## src/rtl/mem_ctrl.sv

```systemverilog
// Load/store adapter between a CPU data port and a byte-enable word RAM with 1-cycle read latency.
// Optional MEM_CTRL_ERR_COUNT_EN adds a saturating 16-bit count of accepted error requests.
module mem_ctrl #(
  parameter int DEPTH         = 16384,
  parameter int ADDRESS_WIDTH = $clog2(DEPTH)
) (
  input  logic                     clk,
  input  logic                     reset,
  input  logic                     req_valid,
  output logic                     req_ready,
  input  logic                     req_we,
  input  logic [31:0]              req_addr,
  input  logic [1:0]               req_size,
  input  logic                     req_unsigned,
  input  logic [31:0]              req_wdata,
  output logic                     rsp_valid,
  output logic [31:0]              rsp_rdata,
  output logic                     rsp_err,
  output logic [3:0]               ram_we,
  output logic [ADDRESS_WIDTH-1:0] ram_addr,
  output logic [31:0]              ram_data,
  input  logic [31:0]              ram_q
`ifdef MEM_CTRL_ERR_COUNT_EN
  ,
  output logic [15:0]              err_count
`endif
);

  typedef enum logic {IDLE, READ} state_e;

  state_e                   state_q, state_d;
  logic [1:0]               off_q, off_d;
  logic [1:0]               size_q, size_d;
  logic                     uns_q, uns_d;
  logic [ADDRESS_WIDTH-1:0] word_q, word_d;
  logic                     rsp_valid_q, rsp_valid_d;
  logic [31:0]              rsp_rdata_q, rsp_rdata_d;
  logic                     rsp_err_q, rsp_err_d;

  logic [1:0]               off;
  logic [ADDRESS_WIDTH-1:0] word;
  logic                     range_err, req_err, accept;
  logic [7:0]               ld_b;
  logic [15:0]              ld_h;
  logic [31:0]              ld_data;

  assign off       = req_addr[1:0];
  assign word      = req_addr[ADDRESS_WIDTH+1:2];
  assign range_err = (req_addr >> (ADDRESS_WIDTH + 2)) != 32'd0;
  assign req_ready = (state_q == IDLE);
  assign accept    = req_valid && req_ready;

  always_comb begin
    req_err = range_err;
    case (req_size)
      2'd1:    req_err = req_err || off[0];
      2'd2:    req_err = req_err || (off != 2'd0);
      2'd3:    req_err = 1'b1;
      default: ;
    endcase
  end

  // Writes only leave the block for accepted, legal stores and never during reset.
  always_comb begin
    ram_we = 4'b0000;
    if (!reset && accept && req_we && !req_err) begin
      case (req_size)
        2'd0:    ram_we = 4'b0001 << off;
        2'd1:    ram_we = off[1] ? 4'b1100 : 4'b0011;
        default: ram_we = 4'b1111;
      endcase
    end
  end

  always_comb begin
    case (req_size)
      2'd0:    ram_data = {4{req_wdata[7:0]}};
      2'd1:    ram_data = {2{req_wdata[15:0]}};
      default: ram_data = req_wdata;
    endcase
  end

  assign ram_addr = (state_q == IDLE) ? word : word_q;

  assign ld_b = ram_q[8*off_q +: 8];
  assign ld_h = ram_q[16*off_q[1] +: 16];

  always_comb begin
    case (size_q)
      2'd0:    ld_data = {{24{~uns_q & ld_b[7]}}, ld_b};
      2'd1:    ld_data = {{16{~uns_q & ld_h[15]}}, ld_h};
      default: ld_data = ram_q;
    endcase
  end

  always_comb begin
    state_d     = state_q;
    off_d       = off_q;
    size_d      = size_q;
    uns_d       = uns_q;
    word_d      = word_q;
    rsp_valid_d = 1'b0;
    rsp_rdata_d = 32'd0;
    rsp_err_d   = 1'b0;
    case (state_q)
      IDLE: begin
        if (accept) begin
          if (req_we || req_err) begin
            rsp_valid_d = 1'b1;
            rsp_err_d   = req_err;
          end else begin
            state_d = READ;
            off_d   = off;
            size_d  = req_size;
            uns_d   = req_unsigned;
            word_d  = word;
          end
        end
      end
      READ: begin
        rsp_valid_d = 1'b1;
        rsp_rdata_d = ld_data;
        state_d     = IDLE;
      end
      default: state_d = IDLE;
    endcase
  end

  always_ff @(posedge clk) begin
    if (reset) begin
      state_q     <= IDLE;
      off_q       <= 2'd0;
      size_q      <= 2'd0;
      uns_q       <= 1'b0;
      word_q      <= '0;
      rsp_valid_q <= 1'b0;
      rsp_rdata_q <= 32'd0;
      rsp_err_q   <= 1'b0;
    end else begin
      state_q     <= state_d;
      off_q       <= off_d;
      size_q      <= size_d;
      uns_q       <= uns_d;
      word_q      <= word_d;
      rsp_valid_q <= rsp_valid_d;
      rsp_rdata_q <= rsp_rdata_d;
      rsp_err_q   <= rsp_err_d;
    end
  end

  assign rsp_valid = rsp_valid_q;
  assign rsp_rdata = rsp_rdata_q;
  assign rsp_err   = rsp_err_q;

`ifdef MEM_CTRL_ERR_COUNT_EN
  logic [15:0] err_count_q, err_count_d;

  always_comb begin
    err_count_d = err_count_q;
    if (accept && req_err && err_count_q != 16'hFFFF) err_count_d = err_count_q + 16'd1;
  end

  always_ff @(posedge clk) begin
    if (reset) err_count_q <= 16'd0;
    else       err_count_q <= err_count_d;
  end

  assign err_count = err_count_q;
`endif

endmodule

```

## config.mk

```make
export PLATFORM = sky130hd
export DESIGN_NAME = mem_ctrl
export DESIGN_NICKNAME = d
export VERILOG_FILES = /design/src/rtl/mem_ctrl.sv
export SDC_FILE = /design/constraint.sdc
export NUM_CORES = 1
export LEC_CHECK = 0
export CAP_MARGIN = 10
export CORE_ASPECT_RATIO = 0.5
export CORE_UTILIZATION = 37
export DETAILED_ROUTE_END_ITERATION = 7
export PLACE_DENSITY = 0.82
export SYNTH_ARGS = -nofsm -noshare
export SYNTH_HDL_FRONTEND = slang
export SYNTH_SLANG_ARGS = --single-unit
```

## constraint.sdc

```tcl
create_clock -name clk -period 2.9 [get_ports clk]
set_clock_uncertainty 0.1 [all_clocks]
set_input_delay 0.435 -clock clk [delete_from_list [all_inputs] [get_ports clk]]
set_output_delay 0.435 -clock clk [all_outputs]
set_load 0.01 [all_outputs]
```

Word level (Yosys, flattened, before mapping). Index checks and enable logic that the tools add are counted.

Register bits after elaboration: 54. Bits of input ports: 103.

Equality and inequality tests: 4. Bitwise logic cells: 6. Mux-type cells: 13. Reduce and logical (&&, ||, !) cells: 16. Shifts and indexed selects: 3.

Operator list (count): $pmux 32 s2 (2); $reduce_bool 32->1 (1); $shiftx 32x6->16 (1); $shiftx 32x6->8 (1); $mux 14 (1); $mux 4 (2); $pmux 4 s2 (1); $eq 2x1->1 const B (2); $eq 2x2->1 const B (2); $logic_and 1x1->1 (4); $logic_not 2->1 (2); $mux 1 (4); $not 1->1 (4); $pmux 1 s2 (2); $reduce_or 4->1 (1); $shl 1x2->4 const A (1); $logic_or 1x1->1 (3); $pmux 1 s3 (1); $reduce_and 3->1 (1); $and 1x1->1 (2); $logic_not 1->1 (2); $reduce_bool 2->1 (1); $reduce_or 2->1 (1).

Logic depth before layout (Yosys ltp). Gate-level depths: netlist of run 1.

Word-level depth: 7. Gate-level depth with buffers: 9. Mapped depth without buffers: 6.

Least setup slack after synthesis of run 1. No wires, ideal clock.

Kind: input -> output. Start point: in req_size[1]. End point: out ram_we[2]. Stages: 8. Slack: 0.360 ns. Data arrival time: 2.005 ns. Cells stage by stage: clkbuf_1 > inv_1 > ha_1 > clkbuf_1 > nor2_1 > clkbuf_1 > a21oi_1 > and4b_1.

Word-level cells in the longest chain between the ends: 5.

RTL lines: start: declaration (RTL line 13) `input logic [1:0] req_size,`; $eq 2x2->1 or $eq 2x1->1 (tied branches) (RTL line 55, 67); $pmux 1 s3 (RTL line 55) `case (req_size)`; $logic_not 1->1 (RTL line 66) `if (!reset && accept && req_we && !req_err) begin`; $logic_and 1x1->1 (RTL line 66); $mux 4 * (RTL line 66); end: declaration (RTL line 19) `output logic [3:0] ram_we,`.

Mark *: on every way between the ends. The rest lies on a longest branch, timed or not.

Worst setup path in the final report of run 1.
Start point: in req_size[1]. End point: out ram_data[9].

Word-level cells in the longest chain between the ends: 2.

RTL lines: $eq 2x1->1 or $logic_not 2->1 (tied branches) (RTL line 76) `case (req_size)`; $pmux 32 s2 * (RTL line 76); end: declaration (RTL line 21) `output logic [31:0] ram_data,`.

Marked as above.

==> results of run 1 <==
## routing by layer
metal	wire length [µm]	vias to the layer above	track usage
li1	-	1572	-
met1	4080	1476	0.266
met2	4700	120	0.366
met3	491	18	0.0413
met4	204	0	0.0718
met5	0	-	0
## cell type report
cell class	count	area, µm²	area share
Sequential cell	54	1080	0.206
Tap cell	108	135	0.0258
Clock buffer	5	125	0.0239
Multi-Input combinational cell	244	1770	0.339
Clock inverter	2	15.0	0.00287
Timing Repair Buffer	212	2070	0.396
Inverter	9	33.8	0.00645
## layout by cell type (no fill, tap or decap), types with 2 or more instances in the layout
master	netlist	final
a221oi_2	4	4
dlymetal6s2s_1	0	4
a21oi_1	25	25
ha_1	4	4
nor4_2	5	4
nand2b_1	44	43
a222oi_1	7	7
clkdlybuf4s15_1	0	3
dfxtp_1	54	54
nand2_1	43	43
buf_4	9	24
clkdlybuf4s50_1	0	173
inv_1	9	9
clkinvlp_4	0	2
o21ai_0	8	8
nor3b_1	2	2
clkbuf_16	0	5
dlygate4sd2_1	0	7
a22o_1	8	8
a22oi_1	9	9
mux2_2	26	26
mux2i_1	20	20
and4b_1	2	2
and3_1	3	3
nor2_1	16	15
## state kept, by name, summed over array words and instances, names as in the netlist
signal and flops:
size_q 2, state_q 1, rsp_rdata 32, off_q 2, uns_q 1, word_q 14
rsp_valid 1, rsp_err 1
## report_power, final
group / total (mW) / switching [mW] / internal (mW) / leakage, nW
registers: 0.763 / 0.00828 / 0.754 / 0.436
clock network: 0.580 / 0.265 / 0.315 / 0.0619
logic: 0.520 / 0.204 / 0.316 / 1.52
## repair_timing
| item | 4_1_cts | 5_1_grt |
|---|---|---|
| gates resized for setup | 13 | 8 |
| pin swaps | 1 | 1 |
| setup endpoints to repair | 18 | 7 |
| buffers inserted | 1 | 1 |
## how the worst max path moves through the flow
| stage | cells after the start | end | from | slack (ns) |
|---|---|---|---|---|
| final | 7 | ram_data[9] | req_size[1] | 0.1 |
| after global placement | 8 | ram_we[3] | req_size[0] | -0.13 |
| after global routing | 9 | ram_we[3] | req_size[0] | -0.07 |
| after detailed placement | 8 | ram_we[3] | req_size[0] | -0.18 |
| after CTS | 7 | ram_data[12] | req_size[1] | 0.06 |
| after floorplan | 8 | ram_we[2] | req_size[1] | 0.36 |
## critical path: cells and delay by family
family                   cells  cell delay (ns)
AO/OA/AOI/OAI                1             0.21
adder cells (fa/ha/maj)      1             0.25
buffers and inverters        4             1.16
AND/OR/NAND/NOR              1             0.21
## cells by family after synthesis
family	Yosys count	synth area share
AO/OA/AOI/OAI	70	0.172
adder cells (fa/ha/maj)	4	0.0164
buffers and inverters	42	0.0734
flip-flops	54	0.354
multiplexers	46	0.161
AND/OR/NAND/NOR	124	0.223
## through the flow
step | instances | utilization | cell area, µm²
6_report | 634 | 0.684 | 5240
5_1_grt | 634 | 0.684 | 5240
4_1_cts | 633 | 0.681 | 5210
3_5_place_dp | 625 | 0.662 | 5060
3_3_place_gp | 625 | 0.662 | 5060
2_1_floorplan | 340 | - | 3050
## Yosys cell counts
master and n:
a21oi_1 25, a221oi_2 4, a222oi_1 7, a22o_1 8
a22oi_1 9, a2bb2oi_2 1, a41oi_1 1, and2_1 1
and3_1 3, and3b_1 1, and4_1 1, and4b_1 2
buf_1 2, buf_12 1, buf_2 1, buf_4 9
buf_6 2, clkbuf_1 18, dfxtp_1 54, ha_1 4
inv_1 9, mux2_2 26, mux2i_1 20, nand2_1 43
nand2b_1 44, nand3_1 1, nand3b_1 1, nor2_1 16
nor2b_1 1, nor3_1 1, nor3b_1 2, nor3b_2 1
nor4_2 5, o2111a_1 1, o21ai_0 8, o21ba_4 1
o21bai_1 1, o21bai_2 1, o221ai_1 1, o22ai_1 1
o31ai_1 1, or3_1 1
==> flow_summary.ini, run 1 <==
[clock_network]
clockBufferDepth = 2
htree_levels = 2
clk_latency_ns = 0.29
tritoncts = yes
numCtsBuffers = 5
cts.sinks = 54
root_buffer = clkbuf_16
clk_pin_slew_worst_paths_ns = 0.07
cts_hold_buf = 0

[timing]
min_period_over_period = 0.967
tightest_slew_ns = 0.815
fmax_ghz = 0.357
setup_viol = 0
drv_slew = 0
fin_ws_ns = 0.0963
fin_hold_ws_ns = 0.374
max_slew_margin = 0.455
finalHoldViolations = 0
tns_ns = 0
post-route-min-period_ns = 2.80

[die]
die_area_mm2 = 0.00864
initial_core_util = 0.399
die_h_um = 66.2
row_count = 22
pin_count = 188
core_area_mm2 = 0.00765
chipWidth_um = 130

[critical_path]
r2r-end = rsp_rdata[23]$_SDFF_PP0_
cp.arrival_ns = 2.27
critPathCaptureType = output port
start_kind = primary input
crit_required_ns = 2.37
cpPeakStageDelay_ns = 0.49
crit_top_cell = clkdlybuf4s50_1
rr_startpoint = off_q[1]$_SDFFE_PP0P_
cp_max_fo = 8
r2r_slack_ns = 0.85
cp_slowest_cell = clkdlybuf4s50_1
cp_cell_sequence = clkdlybuf4s50_1, inv_1, buf_4, ha_1, nand2b_4, a22o_1, clkdlybuf4s50_1
reg2reg_depth = 6
setup.worst_path.class = in2out

[pwr]
p_leak_nw = 2.02
p_per_area_mw_per_mm2 = 356
ir_worst_vdd_v = 0.000271
p_total_mw = 1.86

[synthesis]
yosysSeqAreaShare = 0.354
yosysTopAreaCellShare = 0.354
synth.area.top_cells = dfxtp_1 (35%), mux2_2 (9.6%), nand2b_1 (9.0%)
yosysWarnings = 0
avgSynthCellArea_um2 = 8.98
synth-seq-cells = 54
synth_nets = 447
synth_cell_types = 42
syn_area_mm2 = 0.00305
yosys.area.top_type = dfxtp_1
syn_inst = 340

[routing]
drt_first_pass_iters = 6
drt_wl_total_um = 9480
routedWlPerCell_um = 15.0
drc = 0
ant_nets = 0
avgViaCountPerCell = 5.03
dr_total_vias = 3186
drtIter0Drc = 182

[layout]
nets = 633
synthToLayoutAreaGrowth_pct = 71.6
fillerInstances = 631
drive_gt1_frac = 0.141
diodes = 0

[global_route]
first_global_vias = 2993
grt_util_all_layers = 0.212
grt_pass1_wl_um = 14300
grt_max_degree = 43
antenna_found_initial = 0
grt_overflow = 0

[place]
dp_hpwl_um = 7270
port_buffers = 187
globalplace.congestion = 0.822
place_ws_ns = -0.180

[run]
max_cap_violations = 0

[hold_path]
hold_path.class = reg2reg
holdPathEnd = word_q[8]$_SDFFE_PP0P_
hold_start = word_q[8]$_SDFFE_PP0P_
hold-path-cell-count = 2

[run_status]
outcome = complete, no violations
No activity file was read; power rests on OpenSTA's default activity.
==> run 2, diff against run 1 <==
GPL_ROUTABILITY_DRIVEN = 0   (was default)
==> results of run 2 <==
The final DEF is identical to that of run 1; final timing and power are the same.
==> run 3, diff against run 2 <==
ABC_CLOCK_PERIOD_IN_PS = 2900   (was default)
==> results of run 3 <==
The final DEF is identical to that of run 1; final timing and power are the same.
